===== config.mk =====
export PLATFORM = sky130hd
export DESIGN_NAME = cv_mem_responder
export DESIGN_NICKNAME = d
export VERILOG_FILES = /design/src/rtl/cv_mem_responder.sv
export SDC_FILE = /design/constraint.sdc
export NUM_CORES = 1
export LEC_CHECK = 0
export ABC_CLOCK_PERIOD_IN_PS = 2100
export CAP_MARGIN = 10
export CORE_MARGIN = 2
export CORE_UTILIZATION = 40
export DETAILED_ROUTE_END_ITERATION = 10
export DONT_BUFFER_PORTS = 1
export GPL_ROUTABILITY_DRIVEN = 0
export SLEW_MARGIN = 20
export SYNTH_ARGS = -nofsm -noshare
export SYNTH_HDL_FRONTEND = slang
export SYNTH_SLANG_ARGS = --single-unit

===== constraint.sdc =====
create_clock -name clk -period 2.1 [get_ports clk]
set_clock_uncertainty 0.05 [all_clocks]
set_input_delay 0.315 -clock clk [delete_from_list [all_inputs] [get_ports clk]]
set_output_delay 0.315 -clock clk [all_outputs]
set_load 0.05 [all_outputs]

===== src/rtl/cv_mem_responder.sv =====
// cv_mem_responder
// Memory-side responder for the conv data loader. Accepts held read/write
// requests, arbitrates fairly between them, drives a single-port synchronous
// SRAM with a fixed read latency and answers each request with a one-cycle
// ready pulse. Out-of-range requests never reach the SRAM but still complete
// with normal timing; the first offending address is latched for debug.

module cv_mem_responder #(
    parameter int ADDR_W   = 16,   // SRAM word-address width (below 26)
    parameter int READ_LAT = 1     // SRAM read latency, 1..4 cycles
) (
    input  logic              clk,
    input  logic              rst,
    input  logic              i_rvalid,
    output logic              o_rready,
    input  logic [25:0]       i_raddr,
    output logic [31:0]       o_rdata,
    input  logic              i_wvalid,
    output logic              o_wready,
    input  logic [25:0]       i_waddr,
    input  logic [31:0]       i_wdata,
    output logic              o_mem_en,
    output logic              o_mem_we,
    output logic [ADDR_W-1:0] o_mem_addr,
    output logic [31:0]       o_mem_wdata,
    input  logic [31:0]       i_mem_rdata,
    output logic              o_err,
    output logic [25:0]       o_err_addr,
    output logic [31:0]       o_rd_count,
    output logic [31:0]       o_wr_count
);

    typedef enum logic [2:0] {
        S_IDLE     = 3'd0,
        S_RD_ISSUE = 3'd1,
        S_RD_WAIT  = 3'd2,
        S_RD_RESP  = 3'd3,
        S_WR_ISSUE = 3'd4,
        S_WR_RESP  = 3'd5
    } state_t;

    // Address bits above the SRAM range; any set bit makes a request invalid.
    localparam logic [25:0] HI_MASK  = ~((26'd1 << ADDR_W) - 26'd1);
    // Count value of the RD_WAIT cycle in which SRAM read data is valid.
    localparam logic [1:0]  LAT_LAST = 2'(READ_LAT - 1);

    // True when the word address lies outside the backend SRAM.
    function automatic logic f_out_of_range(input logic [25:0] addr);
        return |(addr & HI_MASK);
    endfunction

    state_t              r_state;
    state_t              w_state_nxt;
    logic                r_prio_wr;     // 0: read wins next contention
    logic [1:0]          r_lat_cnt;
    logic                r_oor;         // granted request is out of range

    logic                w_grant_rd;
    logic                w_grant_wr;
    logic                w_contend;
    logic [25:0]         w_req_addr;
    logic                w_req_oor;
    logic                w_rd_capture;
    logic                w_wr_done;

    logic                r_rready;
    logic                r_wready;
    logic [31:0]         r_rdata;
    logic                r_mem_en;
    logic                r_mem_we;
    logic [ADDR_W-1:0]   r_mem_addr;
    logic [31:0]         r_mem_wdata;
    logic                r_err;
    logic [25:0]         r_err_addr;
    logic [31:0]         r_rd_count;
    logic [31:0]         r_wr_count;

    // State register.
    always_ff @(posedge clk) begin
        if (rst) begin
            r_state <= S_IDLE;
        end else begin
            r_state <= w_state_nxt;
        end
    end

    // Arbitration and next-state decode; requests are only looked at in IDLE.
    always_comb begin
        w_grant_rd  = 1'b0;
        w_grant_wr  = 1'b0;
        w_contend   = 1'b0;
        w_state_nxt = r_state;
        case (r_state)
            S_IDLE: begin
                w_contend  = i_rvalid & i_wvalid;
                w_grant_rd = i_rvalid & (~i_wvalid | ~r_prio_wr);
                w_grant_wr = i_wvalid & (~i_rvalid |  r_prio_wr);
                if (w_grant_rd) begin
                    w_state_nxt = S_RD_ISSUE;
                end else if (w_grant_wr) begin
                    w_state_nxt = S_WR_ISSUE;
                end else begin
                    w_state_nxt = S_IDLE;
                end
            end
            S_RD_ISSUE: w_state_nxt = S_RD_WAIT;
            S_RD_WAIT: begin
                if (r_lat_cnt == LAT_LAST) begin
                    w_state_nxt = S_RD_RESP;
                end else begin
                    w_state_nxt = S_RD_WAIT;
                end
            end
            S_RD_RESP:  w_state_nxt = S_IDLE;
            S_WR_ISSUE: w_state_nxt = S_WR_RESP;
            S_WR_RESP:  w_state_nxt = S_IDLE;
            default:    w_state_nxt = S_IDLE;
        endcase
    end

    // Output decode: strobes that load the registered outputs on the next edge.
    always_comb begin
        w_req_addr   = w_grant_rd ? i_raddr : i_waddr;
        w_req_oor    = f_out_of_range(w_req_addr);
        w_rd_capture = (r_state == S_RD_WAIT) && (r_lat_cnt == LAT_LAST);
        w_wr_done    = (r_state == S_WR_ISSUE);
    end

    // Fairness pointer: flips only when a grant resolved a real contention.
    always_ff @(posedge clk) begin
        if (rst) begin
            r_prio_wr <= 1'b0;
        end else if (w_contend) begin
            r_prio_wr <= ~r_prio_wr;
        end else begin
            r_prio_wr <= r_prio_wr;
        end
    end

    // Read latency counter, running only while waiting for SRAM data.
    always_ff @(posedge clk) begin
        if (rst) begin
            r_lat_cnt <= 2'd0;
        end else if (r_state == S_RD_WAIT) begin
            r_lat_cnt <= r_lat_cnt + 2'd1;
        end else begin
            r_lat_cnt <= 2'd0;
        end
    end

    // Backend interface registers; address/data hold between accesses.
    always_ff @(posedge clk) begin
        if (rst) begin
            r_mem_en    <= 1'b0;
            r_mem_we    <= 1'b0;
            r_mem_addr  <= '0;
            r_mem_wdata <= 32'd0;
            r_oor       <= 1'b0;
        end else begin
            r_mem_en <= (w_grant_rd | w_grant_wr) & ~w_req_oor;
            r_mem_we <= w_grant_wr & ~w_req_oor;
            if (w_grant_rd | w_grant_wr) begin
                r_oor <= w_req_oor;
            end else begin
                r_oor <= r_oor;
            end
            if ((w_grant_rd | w_grant_wr) && !w_req_oor) begin
                r_mem_addr <= w_req_addr[ADDR_W-1:0];
            end else begin
                r_mem_addr <= r_mem_addr;
            end
            if (w_grant_wr && !w_req_oor) begin
                r_mem_wdata <= i_wdata;
            end else begin
                r_mem_wdata <= r_mem_wdata;
            end
        end
    end

    // Loader-side responses, counters and sticky range error.
    always_ff @(posedge clk) begin
        if (rst) begin
            r_rready   <= 1'b0;
            r_wready   <= 1'b0;
            r_rdata    <= 32'd0;
            r_rd_count <= 32'd0;
            r_wr_count <= 32'd0;
            r_err      <= 1'b0;
            r_err_addr <= 26'd0;
        end else begin
            r_rready <= w_rd_capture;
            r_wready <= w_wr_done;
            if (w_rd_capture) begin
                r_rdata    <= r_oor ? 32'd0 : i_mem_rdata;
                r_rd_count <= r_rd_count + 32'd1;
            end else begin
                r_rdata    <= r_rdata;
                r_rd_count <= r_rd_count;
            end
            if (w_wr_done) begin
                r_wr_count <= r_wr_count + 32'd1;
            end else begin
                r_wr_count <= r_wr_count;
            end
            if ((w_grant_rd | w_grant_wr) && w_req_oor) begin
                r_err <= 1'b1;
                if (!r_err) begin
                    r_err_addr <= w_req_addr;
                end else begin
                    r_err_addr <= r_err_addr;
                end
            end else begin
                r_err      <= r_err;
                r_err_addr <= r_err_addr;
            end
        end
    end

    assign o_rready    = r_rready;
    assign o_wready    = r_wready;
    assign o_rdata     = r_rdata;
    assign o_mem_en    = r_mem_en;
    assign o_mem_we    = r_mem_we;
    assign o_mem_addr  = r_mem_addr;
    assign o_mem_wdata = r_mem_wdata;
    assign o_err       = r_err;
    assign o_err_addr  = r_err_addr;
    assign o_rd_count  = r_rd_count;
    assign o_wr_count  = r_wr_count;

endmodule

==> results of run 1 <==
[sequential cells by signal (all words and copies together), names as in the netlist]
name,flops
r_prio_wr,1
o_mem_en,1
r_lat_cnt,2
o_wr_count,32
r_oor,1
o_rready,1
o_rd_count,32
r_state,3
o_mem_wdata,32
o_err,1
o_err_addr,26
o_mem_addr,16
o_wready,1
o_mem_we,1
o_rdata,32
[synth_stat cells (2+ instances only)]
cell type                  count  area share [%]
sky130_fd_sc_hd__a22o_1       26             2.9
sky130_fd_sc_hd__mux2_4        4            0.77
sky130_fd_sc_hd__a21oi_1      96             6.2
sky130_fd_sc_hd__and4_1       10             1.1
sky130_fd_sc_hd__and3_1        5            0.40
sky130_fd_sc_hd__nor2_1       29             1.4
sky130_fd_sc_hd__a211oi_1      2            0.19
sky130_fd_sc_hd__o31ai_1      28             2.7
sky130_fd_sc_hd__ha_1          3            0.48
sky130_fd_sc_hd__buf_2         5            0.32
sky130_fd_sc_hd__nand2b_1      2            0.16
sky130_fd_sc_hd__mux2i_1      32             4.1
sky130_fd_sc_hd__nand3b_1      7            0.68
sky130_fd_sc_hd__buf_1         9            0.43
sky130_fd_sc_hd__clkbuf_1     60             2.9
sky130_fd_sc_hd__and2_1        6            0.48
sky130_fd_sc_hd__xnor2_1       8            0.90
sky130_fd_sc_hd__nand3_1      81             5.2
sky130_fd_sc_hd__dfxtp_1     182              47
sky130_fd_sc_hd__mux2_2        8             1.2
sky130_fd_sc_hd__nor3_1        5            0.32
sky130_fd_sc_hd__o21ai_0      73             4.7
sky130_fd_sc_hd__nor2b_1      12            0.96
sky130_fd_sc_hd__xor2_1       12             1.4
sky130_fd_sc_hd__or3_1        15             1.2
sky130_fd_sc_hd__nand2_1      65             3.1
sky130_fd_sc_hd__inv_1        12            0.58
sky130_fd_sc_hd__nor4_1        4            0.32
sky130_fd_sc_hd__a21o_1       16             1.5
sky130_fd_sc_hd__nand4_1      18             1.4
sky130_fd_sc_hd__or4_1        33             3.2
[through the flow]
step | setup TNS (ps) | area [µm²] | instances
6_report | 0 | 9940 | 1252
5_1_grt | -4.37 | 9940 | 1252
4_1_cts | -1.47 | 9760 | 1247
3_5_place_dp | -169 | 8720 | 1173
3_3_place_gp | 0 | 8720 | 1173
2_1_floorplan | -602 | 7870 | 883
[worst min-delay path by stage]
stage / end / depth (start not counted) / slack (ps)
floorplan: o_rdata[0] / 1 / 390
global placement: o_rd_count[16] / 1 / 340
detailed placement: o_rd_count[14] / 1 / 350
CTS: o_rd_count[13] / 1 / -120
global route: o_rd_count[16] / 1 / -120
finish: o_rd_count[11] / 1 / -70
[power by group]
group | internal (mW) | switching, mW
Sequential | 3.79 | 1.25
Clock | 1.73 | 1.49
Combinational | 1.02 | 1.18
[timing repair]
item                                    4_1_cts  5_1_grt
resized for setup                             4       35
gates cloned                                  1        2
hold buffers                                 40        1
pin swaps                                     2       12
buffers inserted                              1        2
endpoints found under the setup margin       12       45
endpoints found under the hold margin       132       92
[layout make-up]
cell class              count  area share [%]
well taps                 265            3.34
flip-flops and latches    182            37.2
clock buffers              18            4.42
multi-input cells         615            40.1
repair buffers            145            12.8
clock inverters            14            1.57
inverters                  13           0.491
[layer usage]
layer | part of all wire [%] | up-vias
li1 | - | 3419
met1 | 43 | 3293
met2 | 48 | 246
met3 | 8.1 | 20
met4 | 1.3 | 0
met5 | 0 | -
[critical path, delay by kind of cell (launching register included)]
family	cells	cell delay, ps
compound gates	1	140
fa+ha+maj	1	140
buf+inv	1	60
flops	1	310
simple gates	3	1290
[logic make-up (layout without fill, tap and decap cells)]
| logic type | count (synthesis) | count (layout) | share of synthesized area (%) |
|---|---|---|---|
| simple gates | 299 | 302 | 21.1 |
| compound gates | 246 | 246 | 18.8 |
| flops | 182 | 182 | 46.8 |
| buf+inv | 89 | 190 | 4.52 |
| mux | 44 | 44 | 6.05 |
| xor+xnor | 20 | 20 | 2.25 |
| fa+ha+maj | 3 | 3 | 0.483 |
==> key figures, run 1 <==
Worst setup path
  – Slowest cell delay on critical path: 630 ps
  – CP endpoint kind: flip-flop
  – End of the worst register-to-register path: o_rd_count[22]
  – Sequence of cells on the critical path: inv_2 > ha_4 > nand4bb_4 > or4_4 > or4_1 > a21oi_1
  – Worst reg2reg startpoint: r_lat_cnt[1]
  – Arr. time, crit path: 2360 ps
  – Required arrival time at the worst endpoint: 2410 ps
  – R2r setup slk: 50 ps
  – Maximum fanout along the worst path: 8
  – Crit. Startpoint: r_lat_cnt[1]
  – Slowest stage cell on the critical path: sky130_fd_sc_hd__or4_4
  – Capturing instance or port of the critical path: o_rd_count[22]
  – Startpoint types: flip-flop
  – Cell depth of the worst flop-to-flop path: 6
  – Type of the setup path with the least slack: reg -> reg

Clocking
  – Total clock buffers created by CTS: 17
  – Maximum number of buffers from clock root to sink: 2
  – TritonCTS clock tree: yes
  – Clock-pin slew on the worst setup and hold paths: approximately 80 ps
  – Number of levels the H-tree was split into: 4
  – CTS sink count: 182
  – Clock insertion delay at the later pin of the skew report: 420 ps
  – Root buf cell: sky130_fd_sc_hd__clkbuf_16

Place
  – DPL Wire Length: 14.6 mm
  – Setup slack after placement: -51.1 ps
  – Number of buffers added on ports: 0

Synth
  – Summed instance area of the synthesized netlist: between 7000 and 8000 µm²
  – Number of instances in the synthesized netlist: 883
  – Proportion of register bits with asynchronous set or reset after synthesis: 0%
  – Synthesized flop and latch total: roughly 180
  – Synth cell types: 46
  – Sequential fraction of the synthesis area: 46.8%
  – Yosys warning total: 0
  – Syn nets: 1006
  – Average cell area after synthesis: 8.81 µm²
  – Post-synth EDFFs: 0
  – Most used flip-flop cell after synthesis: sky130_fd_sc_hd__dfxtp_1

Die
  – Core ar.: 19300 µm²
  – Floorplan die area: 20600 µm²
  – Die span in x: 143 µm
  – # rows: 51
  – Die span in y: 143 µm
  – Number of top-level design ports: 295
  – Starting Density: 40.4%

Drt
  – Number of nets with antenna violations after routing: 0
  – Total via count after detailed routing: 6978
  – Router iterations before antenna repair: 4
  – Mean routed wirelength per cell: 17.9 µm
  – Detailed Route Iter0 Violations: 349
  – Routed vias/inst: 5.57
  – Remaining design rule violation count: 0
  – Routed wire length: roughly 22 mm

Power
  – Static leakage: ~3.7 nW
  – Peak ir drop on the vdd network: 0.000708 V
  – Total power per unit cell area: ~1100 nW/µm²
  – Sum of internal, switching and leakage power: between 10 and 15 mW

Global routing
  – Overall track demand over capacity in global routing: 20.6%
  – Initial antenna violation count: 0
  – Global route hottest layer: met2
  – GR Layer Usage met3: 7.40%
  – Total global routing overflow: 0
  – Via count of the first global-routing pass: 6479
  – Largest net degree at the start of global routing: 152
  – Met1 Track Usage GR: about a quarter
  – Met2 GRT Util: about a third
  – Wire length of the first global-routing pass: 33.7 mm

Cells and area
  – Footprint of the multi-input gates: about 4000 µm²
  – Number of filler instances in the final layout: 1836
  – Number of antenna cells inserted: 0
  – Share of layout cells above drive strength 1: a little over a fifth
  – Layout overhead on the synthesized area: 27.7%
  – Sequential standard cell area: 3690 µm²
  – Nets: 1097
  – Util after Layout: 51.6%
  – Commonest non-fill, non-tap cell in the layout: sky130_fd_sc_hd__dfxtp_1
  – Leading cell types in the layout, fill and taps excluded: sky130_fd_sc_hd__dfxtp_1, sky130_fd_sc_hd__buf_4, sky130_fd_sc_hd__a21oi_1, sky130_fd_sc_hd__nand3_1, sky130_fd_sc_hd__o21ai_0

STA
  – Worst Slack Setup Final: between 50 and 60 ps
  – RSZ-0062 raised after global routing: yes
  – Slew at the pin closest to its max-slew limit: 600 ps
  – Total setup violations reported at the end of the flow: 0
  – Hold slack final: -72.1 ps
  – Number of hold violations in the final report: 46
  – Headroom to the max-slew limit: between 50 and 60%
  – Maximum achievable frequency: 488 MHz
  – Final worst path period share: 97.6%
  – Min cycle time layout: 2050 ps
  – Count of final max-slew check failures: 0

Outcome
  – Outcome: complete, but fails checks
  – Failing checks: negative hold slack

Min path
  – Class of the tightest hold or removal check: in -> reg
  – Worst Min Path Start: rst

Job
  – Max Cap Violations: 0
Note: power is estimated with default switching activity, not from simulation.
==> inputs of run 2 (changes only) <==
--- a/config.mk
+++ b/config.mk
@@ -5,14 +5,13 @@
 export SDC_FILE = /design/constraint.sdc
 export NUM_CORES = 1
 export LEC_CHECK = 0
-export ABC_CLOCK_PERIOD_IN_PS = 2100
+export ABC_CLOCK_PERIOD_IN_PS = 2400
 export CAP_MARGIN = 10
 export CORE_MARGIN = 2
 export CORE_UTILIZATION = 40
 export DETAILED_ROUTE_END_ITERATION = 10
 export DONT_BUFFER_PORTS = 1
 export GPL_ROUTABILITY_DRIVEN = 0
-export SLEW_MARGIN = 20
 export SYNTH_ARGS = -nofsm -noshare
 export SYNTH_HDL_FRONTEND = slang
 export SYNTH_SLANG_ARGS = --single-unit
==> constraint.sdc (replaced) <==
create_clock -name clk -period 2.4 [get_ports clk]
set_clock_uncertainty 0.05 [all_clocks]
set_input_delay 0.36 -clock clk [delete_from_list [all_inputs] [get_ports clk]]
set_output_delay 0.36 -clock clk [all_outputs]
set_load 0.05 [all_outputs]
==> run 2 against run 1 <==
The run now ends clean. Critical endpoint is now o_rd_count[28]. Maximum frequency is 8.1% lower. Non-clock buffer count is 32 lower. Die area stayed put. Clock-buffer cell count stayed put. Global-route usage is 0.39 points lower. Routed wire length is 3.5% lower. Highest routed layer unchanged. Critical path depth is 1 higher. Sequential cell count stayed put. Total power is 15% lower.
==> key figures, run 2 (synthesis gave the netlist of run 1 again) <==
Clocking
  – Post-cts repair resize count: 0 (-4)
  – Number of levels the H-tree was split into: 4 (unchanged)
  – TritonCTS clock tree: yes
  – Clock-pin slew on the worst setup and hold paths: 70 ps (about the same)
  – Postcts setup bufs: 0 (-1)
  – Clock insertion delay at the later pin of the skew report: 430 ps (about the same)
  – Root buf cell: sky130_fd_sc_hd__clkbuf_16
  – Total clock buffers created by CTS: 17 (unchanged)
  – CTS sink count: 182 (unchanged)
  – Hold buffer count at CTS: 30 (-25%)
  – Maximum number of buffers from clock root to sink: 2 (unchanged)

Drt
  – Mean routed wirelength per cell: 17.8 µm (-0.73%)
  – Remaining design rule violation count: 0 (unchanged)
  – Routed wire length: 21.6 mm (-3.5%)
  – Number of nets with antenna violations after routing: 0 (unchanged)
  – Router iterations before antenna repair: 5 (+1)
  – Total via count after detailed routing: 6792 (-2.7%)
  – Routed vias/inst: 5.58 (+0.13%)
  – Detailed Route Iter0 Violations: 341 (-2.3%)

STA
  – Min cycle time layout: 2230 ps (+181 ps)
  – Worst Slack Setup Final: 169 ps (+119 ps)
  – Total setup violations reported at the end of the flow: 0 (unchanged)
  – Hold slack final: 26.6 ps (+98.7 ps)
  – RSZ-0062 raised after global routing: no
  – Headroom to the max-slew limit: 57.5% (-2.5 points)
  – Setup Total Neg Slack: 0 ps (unchanged)
  – Maximum achievable frequency: 448 MHz (-8.1%)
  – Number of hold violations in the final report: 0 (-100%)
  – Count of final max-slew check failures: 0 (unchanged)
  – Slew at the pin closest to its max-slew limit: 637 ps (+37.3 ps)
  – Final worst path period share: 93.0% (-4.6 points)

Worst setup path
  – Arr. time, crit path: 2540 ps (+180 ps)
  – Maximum fanout along the worst path: 22 (+14)
  – Type of the setup path with the least slack: reg -> reg
  – Required arrival time at the worst endpoint: 2700 ps (+290 ps)
  – CP endpoint kind: flip-flop
  – Startpoint types: flip-flop

Global routing
  – Wire length of the first global-routing pass: 33.1 mm (-1.7%)
  – Initial antenna violation count: 1 (+1)
  – Largest net degree at the start of global routing: 107 (-30%)
  – Overall track demand over capacity in global routing: 20.2% (-0.39 points)
  – Total global routing overflow: 0 (unchanged)
  – Via count of the first global-routing pass: 6248 (-3.6%)

Place
  – Setup slack after placement: 164 ps (+215 ps)
  – Number of buffers added on ports: 0 (unchanged)
  – DPL Wire Length: 14.4 mm (-1.5%)

Power
  – Static leakage: 3.46 nW (-7.4%)
  – Total power per unit cell area: 949 nW/µm² (-9.9%)
  – Peak ir drop on the vdd network: 0.000470 V (-34%)

Job
  – Max Cap Violations: 0 (unchanged)

Cells and area
  – Layout overhead on the synthesized area: 20.6%
  – Share of layout cells above drive strength 1: 14.5% (-7.4 points)
  – Util after Layout: 48.7% (-2.9 points)
  – Number of filler instances in the final layout: 1831 (-0.27%)
  – Nets: 1062 (-3.2%)
  – Footprint of the multi-input gates: 3810 µm² (-4.5%)
  – Sequential standard cell area: 3650 µm² (-1.2%)
  – Commonest non-fill, non-tap cell in the layout: sky130_fd_sc_hd__dfxtp_1
  – Number of antenna cells inserted: 0 (unchanged)
  – Leading cell types in the layout, fill and taps excluded: sky130_fd_sc_hd__dfxtp_1, sky130_fd_sc_hd__a21oi_1, sky130_fd_sc_hd__nand3_1, sky130_fd_sc_hd__buf_4, sky130_fd_sc_hd__o21ai_0

Die
  – Number of top-level design ports: 295 (unchanged)
  – # rows: 51 (unchanged)
  – Floorplan die area: 20600 µm² (unchanged)
  – Starting Density: 40.4% (unchanged)
  – Core ar.: 19300 µm² (unchanged)
  – Die span in x: 143 µm (unchanged)
  – Die span in y: 143 µm (unchanged)

Outcome
  – Outcome: finished clean

Min path
  – Class of the tightest hold or removal check: in -> reg
## run 2: changes by cell type in the layout (fill, tap and decap cells not counted), moves of 11 or more
cell                            previous run  this run
sky130_fd_sc_hd__buf_4                    94        80
sky130_fd_sc_hd__dfxtp_1                 153       177
sky130_fd_sc_hd__dfxtp_2                  23         5
sky130_fd_sc_hd__dlygate4sd3_1            41        30
## run 2: stage by stage
step	instances	instance area [µm²]	power, mW
detailed placement	1154	8480	6.18
global placement	1154	8480	6.16
floorplan	883	7790	5.66
global route	1217	9390	9.33
finish	1217	9390	8.91
CTS	1216	9380	8.99
## run 2: path summary, 6_finish.rpt
check / from / end / slack (ps) / cells after the start
setup / recovery: r_lat_cnt[0] / o_rd_count[28] / 170 / 7
hold / removal: i_wdata[0] / o_mem_wdata[0] / 30 / 2
setup reg to reg: r_lat_cnt[0] / o_rd_count[28] / 170 / 7
hold reg to reg: r_lat_cnt[0] / r_lat_cnt[0] / 450 / 2
## run 2: per-layer routing
metal | vias up | part of all wire [%] | global-route usage [%]
li1 | 3342 | - | -
met1 | 3209 | 42 | 25.1
met2 | 224 | 49 | 33.3
met3 | 17 | 8.1 | 7.26
met4 | 0 | 1.2 | 5.21
met5 | - | 0 | 0
## run 2: critical path, cell delays in order (launching register included)
cell                        delay, ps
sky130_fd_sc_hd__dfxtp_1          300
sky130_fd_sc_hd__inv_1             60
sky130_fd_sc_hd__ha_1             210
sky130_fd_sc_hd__nand4bb_1        150
sky130_fd_sc_hd__or4_1            530
sky130_fd_sc_hd__buf_4            220
sky130_fd_sc_hd__or4_1            480
sky130_fd_sc_hd__a21oi_1          150
## run 2: power by group
part	switching [mW]	total, mW	leakage, nW	internal, mW
sequential	1.10	4.42	1.47	3.32
clock	1.32	2.72	0.281	1.40
combinational	1.00	1.77	1.70	0.769
## run 2: final cells by class
type	count	share of cell area (%)
tap	265	3.53
sequential	182	38.9
clock buffer	18	4.68
inverter	13	0.520
clock inverter	14	1.47
multi-input combinational	612	40.6
timing repair buffer	113	10.3
==> inputs of run 3 (changes only) <==
--- a/config.mk
+++ b/config.mk
@@ -5,7 +5,7 @@
 export SDC_FILE = /design/constraint.sdc
 export NUM_CORES = 1
 export LEC_CHECK = 0
-export ABC_CLOCK_PERIOD_IN_PS = 2400
+export ABC_CLOCK_PERIOD_IN_PS = 2780
 export CAP_MARGIN = 10
 export CORE_MARGIN = 2
 export CORE_UTILIZATION = 40
==> constraint.sdc (replaced) <==
create_clock -name clk -period 2.78 [get_ports clk]
set_clock_uncertainty 0.05 [all_clocks]
set_input_delay 0.417 -clock clk [delete_from_list [all_inputs] [get_ports clk]]
set_output_delay 0.417 -clock clk [all_outputs]
set_load 0.05 [all_outputs]
==> run 3 against run 2 <==
Combinational power down 21%. First-iteration DRC count is 11% higher. Critical path depth shrank 1. Highest routed layer unchanged. Sequential cell count did not move. Sequential share of layout area up 1.9 points. Setup slack gained 130 ps. Total power shrank 15%. Routed wire length shrank 1.2%. Register-to-register slack better by 130 ps.
==> key figures, run 3 (synthesis gave the netlist of run 1 again) <==
Cells and area
  – Commonest non-fill, non-tap cell in the layout: sky130_fd_sc_hd__dfxtp_1
  – Util after Layout: 46.3% (-2.4 points)
  – Share of layout cells above drive strength 1: 12.5% (-2.0 points)
  – Layout overhead on the synthesized area: 14.7%
  – Number of antenna cells inserted: 0 (unchanged)
  – Nets: 1017 (-4.2%)
  – Final non-filler cell area: 8930 µm² (-4.9%)
  – Leading cell types in the layout, fill and taps excluded: sky130_fd_sc_hd__dfxtp_1, sky130_fd_sc_hd__a21oi_1, sky130_fd_sc_hd__nand3_1, sky130_fd_sc_hd__o21ai_0, sky130_fd_sc_hd__nand2_1

Power
  – Sw Share: 38.5% (+0.13 points)
  – Sum of internal, switching and leakage power: 7.54 mW (-15%)
  – NetSw: 2.90 mW (-15%)
  – Static leakage: 3.23 nW (-6.6%)
  – Total power per unit cell area: 845 nW/µm² (-11%)
  – Combinational share of power: 18.6% (-1.3 points)
  – Proportion of power drawn by flip-flops and latches: 50.7% (+1.1 points)
  – Portion of total power attributed to the clock network: 30.7% (+0.2 points)
  – Cell Int Power: 4.64 mW (-16%)
  – Peak ir drop on the vdd network: 0.000513 V (+9.2%)

Worst setup path
  – Crit. Startpoint: r_lat_cnt[0]
  – Most common cell on crit path: sky130_fd_sc_hd__or4_1
  – Maximum fanout along the worst path: 22 (unchanged)
  – Required arrival time at the worst endpoint: 3080 ps (+380 ps)
  – Worst reg2reg startpoint: r_lat_cnt[0]
  – CP endpoint kind: flip-flop
  – Cell family contributing the most delay on the critical path: simple AND/OR/NAND/NOR gates
  – Startpoint types: flip-flop
  – R2r setup slk: 300 ps (+130 ps)
  – Number of buffer and inverter instances along the worst setup path: 1 (-1)
  – Slowest stage cell on the critical path: sky130_fd_sc_hd__or4_1
  – Type of the setup path with the least slack: reg -> reg
  – Slowest cell delay on critical path: 870 ps (+340 ps)
  – Sequence of cells on the critical path: inv_1 > ha_1 > nand4bb_1 > or4_1 > or4_1 > a21oi_1
  – Arr. time, crit path: 2780 ps (+240 ps)

Clocking
  – CTS sink count: 182 (unchanged)
  – Maximum number of buffers from clock root to sink: 2 (unchanged)
  – Postcts setup bufs: 0 (unchanged)
  – Root buf cell: sky130_fd_sc_hd__clkbuf_16
  – Number of levels the H-tree was split into: 4 (unchanged)
  – Hold buffer count at CTS: 5 (-83%)
  – Clock-pin slew on the worst setup and hold paths: 70 ps (about the same)
  – Total clock buffers created by CTS: 17 (unchanged)
  – Post-cts repair resize count: 0 (unchanged)
  – Clock insertion delay at the later pin of the skew report: 420 ps (about the same)
  – TritonCTS clock tree: yes

Die
  – # rows: 51 (unchanged)
  – Die span in y: 143 µm (unchanged)
  – Die span in x: 143 µm (unchanged)
  – Number of top-level design ports: 295 (unchanged)
  – Starting Density: 40.4% (unchanged)
  – Core ar.: 19300 µm² (unchanged)
  – Floorplan die area: 20600 µm² (unchanged)

Drt
  – Total via count after detailed routing: 6562 (-3.4%)
  – Number of nets with antenna violations after routing: 0 (unchanged)
  – Router iterations before antenna repair: 4 (-1)
  – Routed wire length: 21.4 mm (-1.2%)
  – Routed vias/inst: 5.60 (+0.32%)
  – Detailed Route Iter0 Violations: 379 (+11%)
  – Remaining design rule violation count: 0 (unchanged)
  – Mean routed wirelength per cell: 18.2 µm (+2.6%)

Global routing
  – Global route hottest layer: met2
  – Via count of the first global-routing pass: 6136 (-1.8%)
  – Total global routing overflow: 0 (unchanged)
  – Met2 GRT Util: 32.8% (-0.48 points)
  – Overall track demand over capacity in global routing: 19.8% (-0.38 points)
  – Initial antenna violation count: 0 (-1)
  – Wire length of the first global-routing pass: 32.4 mm (-2.2%)
  – Met1 Track Usage GR: 24.5% (-0.66 points)
  – GR Layer Usage met3: 7.20% (-0.067 points)
  – Largest net degree at the start of global routing: 140 (+31%)

STA
  – Final worst path period share: 89.3% (-3.7 points)
  – Setup Total Neg Slack: 0 ps (unchanged)
  – Min cycle time layout: 2480 ps (+252 ps)
  – Slew at the pin closest to its max-slew limit: 968 ps (+331 ps)
  – Number of hold violations in the final report: 0 (unchanged)
  – Total setup violations reported at the end of the flow: 0 (unchanged)
  – Maximum achievable frequency: 403 MHz (-10%)
  – Headroom to the max-slew limit: 35.4% (-22 points)
  – Count of final max-slew check failures: 0 (unchanged)
  – RSZ-0062 raised after global routing: no

Place
  – DPL Wire Length: 14.3 mm (-0.67%)
  – Number of buffers added on ports: 0 (unchanged)
  – Area after DPL: 8320 µm² (-1.9%)

Min path
  – Class of the tightest hold or removal check: in -> reg
  – Worst Min Path Start: rst

Outcome
  – Outcome: finished clean

Job
  – Max Cap Violations: 0 (unchanged)
run 3: final cells by class:
type / count / area [µm²]
Multi-Input combinational cell: 612 / 3810
Inverter: 13 / 48.8
Fill cell: 1890 / 10300
Tap cell: 265 / 332
Sequential cell: 182 / 3640
Clock buffer: 17 / 425
Timing Repair Buffer: 68 / 536
Clock inverter: 15 / 133
run 3: power groups by stage:
stage          Combinational (mW)  Clock, mW  Sequential (mW)
3_3_place_gp                 1.38          0             3.89
6_report                     1.40       2.31             3.83
5_1_grt                      1.54       2.50             3.86
4_1_cts                      1.41       2.39             3.83
3_5_place_dp                 1.40          0             3.88
2_1_floorplan                1.05          0             3.84
run 3: through the flow:
stage	cells	hold slack [ps]	worst slack [ps]
floorplan	883	410	254
global placement	1135	416	350
detailed placement	1135	423	285
CTS	1172	0.218	269
global route	1172	5.89	53.4
finish	1172	37.7	298
run 3: layer usage:
layer | wire length (µm) | vias up
met5 | 0 | -
met2 | 10200 | 215
met4 | 226 | 0
met3 | 1740 | 13
li1 | - | 3241
met1 | 9200 | 3093
run 3: final timing paths:
kind,cells after the start,end
hold reg to reg,1,o_err
setup reg to reg,6,o_rd_count[30]
hold / removal,1,o_rd_count[9]
setup / recovery,6,o_rd_count[30]
